File: src/rtl/core_pkg.sv
// core_pkg: constants shared by the fetch path and the instruction memory.
//   BASE_ADDRESS / RESET_PC : instruction memory base, first fetch address after reset
//   NOP_INSTRUCTION         : word the memory returns for out-of-range or misaligned reads
//   fetch_entry_t           : one buffered fetch, {instruction, pc}
package core_pkg;

  localparam logic [31:0] BASE_ADDRESS    = 32'h0100_0000;
  localparam logic [31:0] RESET_PC        = BASE_ADDRESS;
  localparam logic [31:0] NOP_INSTRUCTION = 32'h1111_1111;

  typedef struct packed {
    logic [31:0] instr;
    logic [31:0] pc;
  } fetch_entry_t;

endpackage

File: src/rtl/fetch_controller_if.sv
// fetch_controller_if: bundles the fetch controller's core-side and memory-side signals.
//   fetchEnable/redirectValid/redirectTarget : control from the core
//   imemReadEnable/imemAddress/imemInstruction : synchronous instruction memory read port
//   fetchValid/fetchInstruction/fetchPc/decodeReady : valid/ready handshake to decode
// The master modport is the fetch controller; slave is the surrounding core/memory.
interface fetch_controller_if;

  logic        fetchEnable;
  logic        redirectValid;
  logic [31:0] redirectTarget;
  logic        imemReadEnable;
  logic [31:0] imemAddress;
  logic [31:0] imemInstruction;
  logic        fetchValid;
  logic [31:0] fetchInstruction;
  logic [31:0] fetchPc;
  logic        decodeReady;

  modport master (
    input  fetchEnable, redirectValid, redirectTarget, imemInstruction, decodeReady,
    output imemReadEnable, imemAddress, fetchValid, fetchInstruction, fetchPc
  );

  modport slave (
    output fetchEnable, redirectValid, redirectTarget, imemInstruction, decodeReady,
    input  imemReadEnable, imemAddress, fetchValid, fetchInstruction, fetchPc
  );

endinterface

File: src/rtl/fetch_buffer.sv
// fetch_buffer: 2-entry FIFO of {instruction, pc} fetch entries.
//   clk, reset   : clock, synchronous active-high reset
//   flush_i      : drop all entries (wins over push/pop in the same cycle)
//   push_i/push_data_i : write one entry; caller guarantees the FIFO is not full
//   pop_i        : retire the head entry; push and pop may coincide at any count
//   head_o       : head entry, all-zero while empty
//   count_o      : number of valid entries, 0..2
module fetch_buffer
  import core_pkg::*;
(
  input  logic         clk,
  input  logic         reset,
  input  logic         flush_i,
  input  logic         push_i,
  input  fetch_entry_t push_data_i,
  input  logic         pop_i,
  output fetch_entry_t head_o,
  output logic [1:0]   count_o
);

  fetch_entry_t mem_q [2];
  logic         wr_ptr_q;
  logic         rd_ptr_q;
  logic [1:0]   count_q;

  always_ff @(posedge clk) begin
    if (reset) begin
      mem_q[0] <= '0;
      mem_q[1] <= '0;
      wr_ptr_q <= 1'b0;
      rd_ptr_q <= 1'b0;
      count_q  <= 2'd0;
    end else if (flush_i) begin
      wr_ptr_q <= 1'b0;
      rd_ptr_q <= 1'b0;
      count_q  <= 2'd0;
    end else begin
      if (push_i) begin
        mem_q[wr_ptr_q] <= push_data_i;
        wr_ptr_q        <= ~wr_ptr_q;
      end
      if (pop_i) begin
        rd_ptr_q <= ~rd_ptr_q;
      end
      count_q <= count_q + {1'b0, push_i} - {1'b0, pop_i};
    end
  end

  // Zero while empty so stale words never show on the decode side.
  assign head_o  = (count_q != 2'd0) ? mem_q[rd_ptr_q] : '0;
  assign count_o = count_q;

endmodule

File: src/rtl/fetch_controller.sv
// fetch_controller: instruction-fetch sequencer between PC logic and a 1-cycle-latency
// synchronous instruction memory.
//   clk, reset : clock, synchronous active-high reset
//   bus        : fetch_controller_if.master (core control, memory read port, decode handshake)
// Owns the PC, issues at most one read per cycle while the 2-entry buffer plus the
// in-flight read leave room, captures every returned word, and flushes on redirect.
module fetch_controller #(
  parameter logic [31:0] RESET_PC        = core_pkg::RESET_PC,
  parameter logic [31:0] NOP_INSTRUCTION = core_pkg::NOP_INSTRUCTION
) (
  input  logic clk,
  input  logic reset,
  fetch_controller_if.master bus
);

  logic [31:0]            pc_q;
  logic [31:0]            inflight_pc_q;
  logic                   inflight_q;
  logic                   squash_q;
  logic [1:0]             count;
  core_pkg::fetch_entry_t head;
  core_pkg::fetch_entry_t push_data;
  logic                   pop;
  logic                   push;
  logic                   issue;
  logic [2:0]             occupancy;
  logic                   unused_params;

  // The memory supplies NOP words itself; this block only passes them through.
  assign unused_params = ^NOP_INSTRUCTION;

  assign pop = bus.fetchValid && bus.decodeReady;

  // Buffered plus in-flight words after this cycle's pop; issuing needs a free slot
  // for the word that will return next cycle.
  assign occupancy = {1'b0, count} + {2'b00, inflight_q} - {2'b00, pop};
  assign issue     = !reset && bus.fetchEnable && !bus.redirectValid && (occupancy < 3'd2);

  assign push            = inflight_q && !squash_q;
  assign push_data.instr = bus.imemInstruction;
  assign push_data.pc    = inflight_pc_q;

  always_ff @(posedge clk) begin
    if (reset) begin
      pc_q          <= RESET_PC;
      inflight_q    <= 1'b0;
      inflight_pc_q <= 32'h0;
      squash_q      <= 1'b0;
    end else if (bus.redirectValid) begin
      pc_q       <= bus.redirectTarget;
      inflight_q <= 1'b0;
      squash_q   <= inflight_q;
    end else begin
      inflight_q <= issue;
      squash_q   <= 1'b0;
      if (issue) begin
        pc_q          <= pc_q + 32'd4;
        inflight_pc_q <= pc_q;
      end
    end
  end

  // Redirect flushes the buffer and also drops the word returning this cycle.
  fetch_buffer u_fetch_buffer (
    .clk         (clk),
    .reset       (reset),
    .flush_i     (bus.redirectValid),
    .push_i      (push),
    .push_data_i (push_data),
    .pop_i       (pop),
    .head_o      (head),
    .count_o     (count)
  );

  assign bus.imemReadEnable   = issue;
  assign bus.imemAddress      = pc_q;
  assign bus.fetchValid       = (count != 2'd0);
  assign bus.fetchInstruction = head.instr;
  assign bus.fetchPc          = head.pc;

endmodule

File: src/flat_wrapper.sv
// flat-port wrapper written by rule: the top's interface ports become plain ports
module fetch_controller_flat 
#(
  parameter logic [31:0] RESET_PC        = core_pkg::RESET_PC,
  parameter logic [31:0] NOP_INSTRUCTION = core_pkg::NOP_INSTRUCTION
)
  (clk, reset, bus_fetchEnable, bus_redirectValid, bus_redirectTarget, bus_imemInstruction, bus_decodeReady, bus_imemReadEnable, bus_imemAddress, bus_fetchValid, bus_fetchInstruction, bus_fetchPc);
  fetch_controller_if bus_i ();
  input  logic clk;
  input  logic reset;
  input wire logic [$bits(bus_i.fetchEnable)-1:0] bus_fetchEnable;
  input wire logic [$bits(bus_i.redirectValid)-1:0] bus_redirectValid;
  input wire logic [$bits(bus_i.redirectTarget)-1:0] bus_redirectTarget;
  input wire logic [$bits(bus_i.imemInstruction)-1:0] bus_imemInstruction;
  input wire logic [$bits(bus_i.decodeReady)-1:0] bus_decodeReady;
  output wire logic [$bits(bus_i.imemReadEnable)-1:0] bus_imemReadEnable;
  output wire logic [$bits(bus_i.imemAddress)-1:0] bus_imemAddress;
  output wire logic [$bits(bus_i.fetchValid)-1:0] bus_fetchValid;
  output wire logic [$bits(bus_i.fetchInstruction)-1:0] bus_fetchInstruction;
  output wire logic [$bits(bus_i.fetchPc)-1:0] bus_fetchPc;
  assign bus_i.fetchEnable = bus_fetchEnable;
  assign bus_i.redirectValid = bus_redirectValid;
  assign bus_i.redirectTarget = bus_redirectTarget;
  assign bus_i.imemInstruction = bus_imemInstruction;
  assign bus_i.decodeReady = bus_decodeReady;
  assign bus_imemReadEnable = bus_i.imemReadEnable;
  assign bus_imemAddress = bus_i.imemAddress;
  assign bus_fetchValid = bus_i.fetchValid;
  assign bus_fetchInstruction = bus_i.fetchInstruction;
  assign bus_fetchPc = bus_i.fetchPc;
  fetch_controller #(.RESET_PC(RESET_PC), .NOP_INSTRUCTION(NOP_INSTRUCTION)) u_core (.clk(clk), .reset(reset), .bus(bus_i));
endmodule
File: config.mk
export PLATFORM = sky130hd
export DESIGN_NAME = fetch_controller_flat
export DESIGN_NICKNAME = d
export VERILOG_FILES = /design/src/rtl/core_pkg.sv /design/src/rtl/fetch_controller_if.sv /design/src/rtl/fetch_buffer.sv /design/src/rtl/fetch_controller.sv /design/src/flat_wrapper.sv
export SDC_FILE = /design/constraint.sdc
export NUM_CORES = 1
export LEC_CHECK = 0
export ABC_CLOCK_PERIOD_IN_PS = 7350
export CORE_MARGIN = 2
export CORE_UTILIZATION = 40
export CTS_BUF_LIST = sky130_fd_sc_hd__clkbuf_8
export DETAILED_ROUTE_END_ITERATION = 10
export HOLD_SLACK_MARGIN = 0.02
export SLEW_MARGIN = 20
export SYNTH_ARGS = -nofsm -noshare
export SYNTH_HDL_FRONTEND = slang
export SYNTH_SLANG_ARGS = --single-unit
File: constraint.sdc
create_clock -name clk -period 7.35 [get_ports clk]
set_input_delay 1.47 -clock clk [delete_from_list [all_inputs] [get_ports clk]]
set_output_delay 1.47 -clock clk [all_outputs]
set_load 0.05 [all_outputs]
==> results.json, run 1 <==
{
  "floorplan.die.height_microns": 154,
  "power.density_mw_per_mm2": 191,
  "cp.arrival_ns": 4.40,
  "clockRootBuffer": "clkbuf_8",
  "worstPathRequired_ns": 5.88,
  "fin_worst_skew_ns": 0.0157,
  "worst_slew_pin_slew_ns": 1.11,
  "placed_instance_area_sq_mm": 0.0109,
  "clk_pin_slew_worst_paths_ns": 0.09,
  "number_of_max_capacitance_violations_reported": 0,
  "slowest_delay_ns": 0.82,
  "holdPathStages": 2,
  "postSynthNetCount": 899,
  "setup_viol": 0,
  "replace_congestion": 0.812,
  "synth.avg_cell_area_sq_um": 10.9,
  "layout.cells.most_common": "clkdlybuf4s50_1",
  "report.power.total_mw": 2.14,
  "layout.core_utilization_pct": 51.1,
  "synth_area_sq_mm": 0.00898,
  "most_used_cells_in_the_layout_excluding_fill_and_tap_cells": "165 x clkdlybuf4s50_1, 133 x and2_1, 128 x edfxtp_1",
  "cts-htree-levels": 4,
  "worstPathCellList": "clkdlybuf4s50_1 > xor2_1 > nand2_1 > fa_1 > xnor2_1 > nand2_4 > inv_2 > clkdlybuf4s50_1",
  "hpwl_mm": 12.7,
  "detail_route.first_pass.iterations": 4,
  "cts-root-to-sink-buffers": 2,
  "timing.critical_path.from_type": "primary input",
  "die_w_microns": 154,
  "post_cts_hold_buffer_count": 0,
  "timing.critical_path.mode_cell": "clkdlybuf4s50_1",
  "n_fill_cell": 1967,
  "tritoncts": "built",
  "globalRouteTotalUtil_pct": 18.0,
  "overflow": 0,
  "hold_path_class": "flop to flop",
  "nets": 1041,
  "hold_viol": 0,
  "clkSinkCount": 199,
  "layout-drive-gt1-share_pct": 6.11,
  "ys_seq_area_share_pct": 58.6,
  "post_drt_wl_per_cell_microns": 16.6,
  "synth_async_sr_flop_share_pct": 0,
  "cts_buffers": 17,
  "core_sq_mm": 0.0220,
  "vdd_drop_max_mv": 0.105,
  "postCtsResizedCells": 0,
  "post_drt_via_cell_ratio": 5.03,
  "routed-via-count": 6351,
  "initial_utilization_pct": 40.9,
  "grt_max_degree": 68,
  "standard_cell_with_the_maximum_stage_delay_on_the_critical_path": "clkdlybuf4s50_1",
  "synthFlopType": "edfxtp_1",
  "via_count_of_the_first_global_routing_pass": 6137,
  "yosys_warnings": 0,
  "worst-setup-path-type": "primary input to primary output",
  "design.portCount": 167,
  "min_period_ns": 5.87,
  "postSynthCellCount": 827,
  "synth-edff-count": 128,
  "static-leakage-power_nw": 3.85,
  "endpoint_kind": "primary output",
  "yosys_register_bits": 199,
  "ff2ff_path_depth": 12,
  "yosysUniqueCellTypes": 61,
  "grt_first_pass_wirelength_mm": 33.2,
  "timing.final.max_slew_violations": 0,
  "timing.setup.tns_ns": 0,
  "drtIter0Drc": 321,
  "totalWireLength_mm": 20.9,
  "highest_net_fanout_along_the_worst_path": 61,
  "post-route-drc-count": 0,
  "fp_rows": 54,
  "insertion_delay_ns": 0.47,
  "relSlewSlack_pct": 26.1,
  "final.hold.worst_slack_ns": 0.464,
  "min_period_over_period_pct": 79.8,
  "status": "complete, no violations",
  "floorplan.die_area_sq_mm": 0.0237,
  "cts_setup_buffers": 0,
  "syn2layout_area_growth_pct": 25.0,
  "fmax_mhz": 170,
  "grt_antenna_before_repair": 1,
  "rsz0062_at_grt": "no",
  "port_buffers": 166,
  "final_cell_area_sq_mm": 0.0112,
  "drt.antenna.violating_nets": 0
}
## cell families after synthesis
family	count (synthesis)	synth area share [%]
simple gates	384	22.5
flops	199	58.6
compound gates	99	6.74
mux	68	7.59
buf+inv	63	2.98
xor+xnor	11	1.07
fa+ha+maj	3	0.502
## layout make-up
type | count | area [sq um] | share of cell area (%)
Antenna cell | 1 | 2.50 | 0.0223
Clock inverter | 14 | 118 | 1.05
Inverter | 12 | 45.0 | 0.401
Clock buffer | 18 | 248 | 2.21
Multi-Input combinational cell | 565 | 3480 | 31.0
Sequential cell | 199 | 5270 | 46.9
Tap cell | 280 | 350 | 3.12
Timing Repair Buffer | 174 | 1720 | 15.3
## state kept, by name (all words and copies together), names as in the netlist, named ones only
| register | cells |
|---|---|
| u_core.bus.imemAddress | 32 |
| u_core.u_fetch_buffer.mem_q | 128 |
| u_core.squash_q | 1 |
| u_core.u_fetch_buffer.wr_ptr_q | 1 |
| u_core.inflight_pc_q | 32 |
| u_core.u_fetch_buffer.count_o | 2 |
| u_core.u_fetch_buffer.rd_ptr_q | 1 |
| u_core.inflight_q | 1 |
## worst max-delay path, delay by kind of cell
kind | cells | cell delay [ns]
buf+inv | 3 | 1.52
simple gates | 2 | 0.53
xor+xnor | 2 | 0.48
fa+ha+maj | 1 | 0.38
## per-layer routing
| metal | global-route usage, % | wire length, microns |
|---|---|---|
| met3 | 3.95 | 1060 |
| met4 | 4.63 | 291 |
| met1 | 23.6 | 9400 |
| met2 | 30.5 | 10200 |
| met5 | 0 | 0 |
## cells in the mapped netlist (8+ instances only)
master	number	area, sq um
and2_1	133	832
edfxtp_1	128	3840
nand2_1	88	330
nor2_1	88	330
dfxtp_1	71	1420
mux2i_1	67	671
a21oi_1	50	250
clkbuf_1	29	109
nand3_1	18	90.1
inv_1	11	41.3
buf_2	10	50.1
a31oi_1	9	56.3
buf_1	9	33.8
nor3_1	9	45.0
and3_1	8	50.1
## metrics by stage
step / worst slack, ns / std cells
final: 1.48 / 1263
after global routing: 1.30 / 1262
after CTS: 1.47 / 1262
after detailed placement: 1.48 / 1230
after global placement: 1.50 / 1230
after floorplan: 0.434 / 827
## report_power, final
part / total [mW] / switching (mW) / internal [mW]
logic: 0.237 / 0.147 / 0.0905
clock network: 0.647 / 0.395 / 0.252
registers: 1.26 / 0.0293 / 1.23
## worst paths after layout
| kind | from | to | slack, ns |
|---|---|---|---|
| worst max-delay path | bus_decodeReady | bus_imemReadEnable | 1.48 |
| worst min-delay path | u_core.inflight_pc_q[22] | u_core.inflight_pc_q[22] | 0.46 |
| worst max register to register | u_core.u_fetch_buffer.count_o[1] | u_core.bus.imemAddress[17] | 3.83 |
| worst min register to register | u_core.inflight_pc_q[22] | u_core.inflight_pc_q[22] | 0.46 |
No activity file was read; power rests on OpenSTA's default activity.
==> inputs of run 2 (changes only) <==
--- a/config.mk
+++ b/config.mk
@@ -5,7 +5,7 @@
 export SDC_FILE = /design/constraint.sdc
 export NUM_CORES = 1
 export LEC_CHECK = 0
-export ABC_CLOCK_PERIOD_IN_PS = 7350
+export ABC_CLOCK_PERIOD_IN_PS = 5630
 export CORE_MARGIN = 2
 export CORE_UTILIZATION = 40
 export CTS_BUF_LIST = sky130_fd_sc_hd__clkbuf_8
==> constraint.sdc (replaced) <==
create_clock -name clk -period 5.63 [get_ports clk]
set_input_delay 1.126 -clock clk [delete_from_list [all_inputs] [get_ports clk]]
set_output_delay 1.126 -clock clk [all_outputs]
set_load 0.05 [all_outputs]
==> results.json, run 2 (synthesized netlist as in run 1, its figures left out) <==
{
  "status": "complete, no violations",
  "clkSinkCount": 199,
  "routed-via-count": 6449,
  "worstReg2RegStart": "u_core.u_fetch_buffer.count_o[1]",
  "report.power.total_mw": 2.87,
  "worst_slew_pin_slew_ns": 0.978,
  "post-route-drc-count": 0,
  "switching_power_uw": 756,
  "port_buffers": 166,
  "switching_share_pct": 26.4,
  "floorplan.die.height_microns": 154,
  "detail_route.first_pass.iterations": 6,
  "hold_path.startpoint": "u_core.inflight_pc_q[10]",
  "overflow": 0,
  "sequential_group_share_of_total_power_pct": 57.2,
  "design.portCount": 167,
  "grt_max_degree": 65,
  "syn2layout_area_growth_pct": 25.6,
  "drtIter0Drc": 286,
  "internal_power_mw": 2.11,
  "clk_pin_slew_worst_paths_ns": 0.10,
  "antennaDiodeCount": 0,
  "globalRouteTotalUtil_pct": 18.5,
  "post_drt_via_cell_ratio": 5.11,
  "cts_buffers": 17,
  "worstPathRequired_ns": 4.50,
  "die_w_microns": 154,
  "layout-drive-gt1-share_pct": 6.51,
  "highest_net_fanout_along_the_worst_path": 29,
  "cts_setup_buffers": 0,
  "tritoncts": "built",
  "rsz0062_at_grt": "no",
  "setup_viol": 0,
  "cp.arrival_ns": 2.98,
  "initial_utilization_pct": 40.9,
  "layoutNonFillerInstCount": 1263,
  "vdd_drop_max_mv": 0.133,
  "hold_path_class": "flop to flop",
  "core_sq_mm": 0.0220,
  "endpoint_kind": "primary output",
  "placed_instance_area_sq_mm": 0.0109,
  "nets": 1042,
  "static-leakage-power_nw": 3.88,
  "grt_antenna_before_repair": 1,
  "drt.antenna.violating_nets": 0,
  "insertion_delay_ns": 0.45,
  "clockPowerShare_pct": 31.9,
  "fp_rows": 54,
  "post_cts_hold_buffer_count": 0,
  "number_of_max_capacitance_violations_reported": 0,
  "cts-root-to-sink-buffers": 2,
  "postCtsResizedCells": 0,
  "fmax_mhz": 244,
  "timing.setup.tns_ns": 0,
  "power.density_mw_per_mm2": 254,
  "replace_congestion": 0.801,
  "power_frac_comb_pct": 10.9,
  "post_drt_wl_per_cell_microns": 17.0,
  "critPathLaunch": "u_core.u_fetch_buffer.count_o[1]",
  "min_period_over_period_pct": 72.9,
  "final.hold.worst_slack_ns": 0.465,
  "most_used_cells_in_the_layout_excluding_fill_and_tap_cells": "163 x clkdlybuf4s50_1, 133 x and2_1, 128 x edfxtp_1",
  "largest_register": "u_core.u_fetch_buffer.mem_q",
  "hold_viol": 0,
  "final_cell_area_sq_mm": 0.0113,
  "timing.final.max_slew_violations": 0,
  "fin_worst_skew_ns": 0.0139,
  "worst-setup-path-type": "flop to primary output",
  "via_count_of_the_first_global_routing_pass": 6355,
  "hpwl_mm": 13.4,
  "cts-htree-levels": 4,
  "floorplan.die_area_sq_mm": 0.0237,
  "dp_cells": 1231,
  "grt_first_pass_wirelength_mm": 34.3,
  "clockRootBuffer": "clkbuf_8",
  "timing.critical_path.from_type": "flop",
  "min_period_ns": 4.10,
  "totalWireLength_mm": 21.5,
  "layout.cells.most_common": "clkdlybuf4s50_1",
  "relSlewSlack_pct": 34.8,
  "number_of_flip_flops_in_the_largest_register": 128
}
[run 2: per-layer routing]
metal | wire length, microns | GRT usage [%] | vias to the layer above
li1 | - | - | 3163
met1 | 9960 | 25.0 | 3106
met2 | 10400 | 31.1 | 175
met3 | 977 | 3.75 | 5
met4 | 102 | 3.65 | 0
met5 | 0 | 0 | -
[run 2: area by class of cell]
cell class | instances | area (sq um)
clock inverter | 13 | 136
tap | 280 | 350
clock buffer | 19 | 262
inverter | 12 | 45.0
timing repair buffer | 175 | 1740
fill | 1976 | 10700
sequential | 199 | 5270
multi-input combinational | 565 | 3480
[run 2: path summary, 6_finish.rpt]
kind	endpoint	slack, ns	cells past startpoint
setup reg to reg	u_core.bus.imemAddress[17]	1.91	12
setup / recovery	bus_imemReadEnable	1.53	9
hold / removal	u_core.inflight_pc_q[10]	0.46	2
hold reg to reg	u_core.inflight_pc_q[10]	0.46	2
[run 2: critical path, cell delays in order, from the launching register on]
cell and delay, ns:
dfxtp_1 0.40, nor2_4 0.65, inv_1 0.15, nand2_1 0.18, nor2_1 0.08, fa_1 0.51
and4bb_4 0.26, nand2_4 0.05, inv_2 0.10, buf_12 0.14
[run 2: per-stage QoR]
step,utilization [%],setup slack [ns]
floorplan,-,0.787
global placement,49.6,1.51
detailed placement,49.6,1.46
CTS,51.4,1.40
global route,51.4,1.30
finish,51.4,1.53
[run 2: power by group through the flow]
stage / Sequential (mW) / Combinational (mW) / Clock (mW)
2_1_floorplan: 1.71 / 0.134 / 0
3_3_place_gp: 1.67 / 0.314 / 0
3_5_place_dp: 1.68 / 0.315 / 0
4_1_cts: 1.64 / 0.316 / 0.934
5_1_grt: 1.65 / 0.335 / 0.995
6_report: 1.64 / 0.312 / 0.914
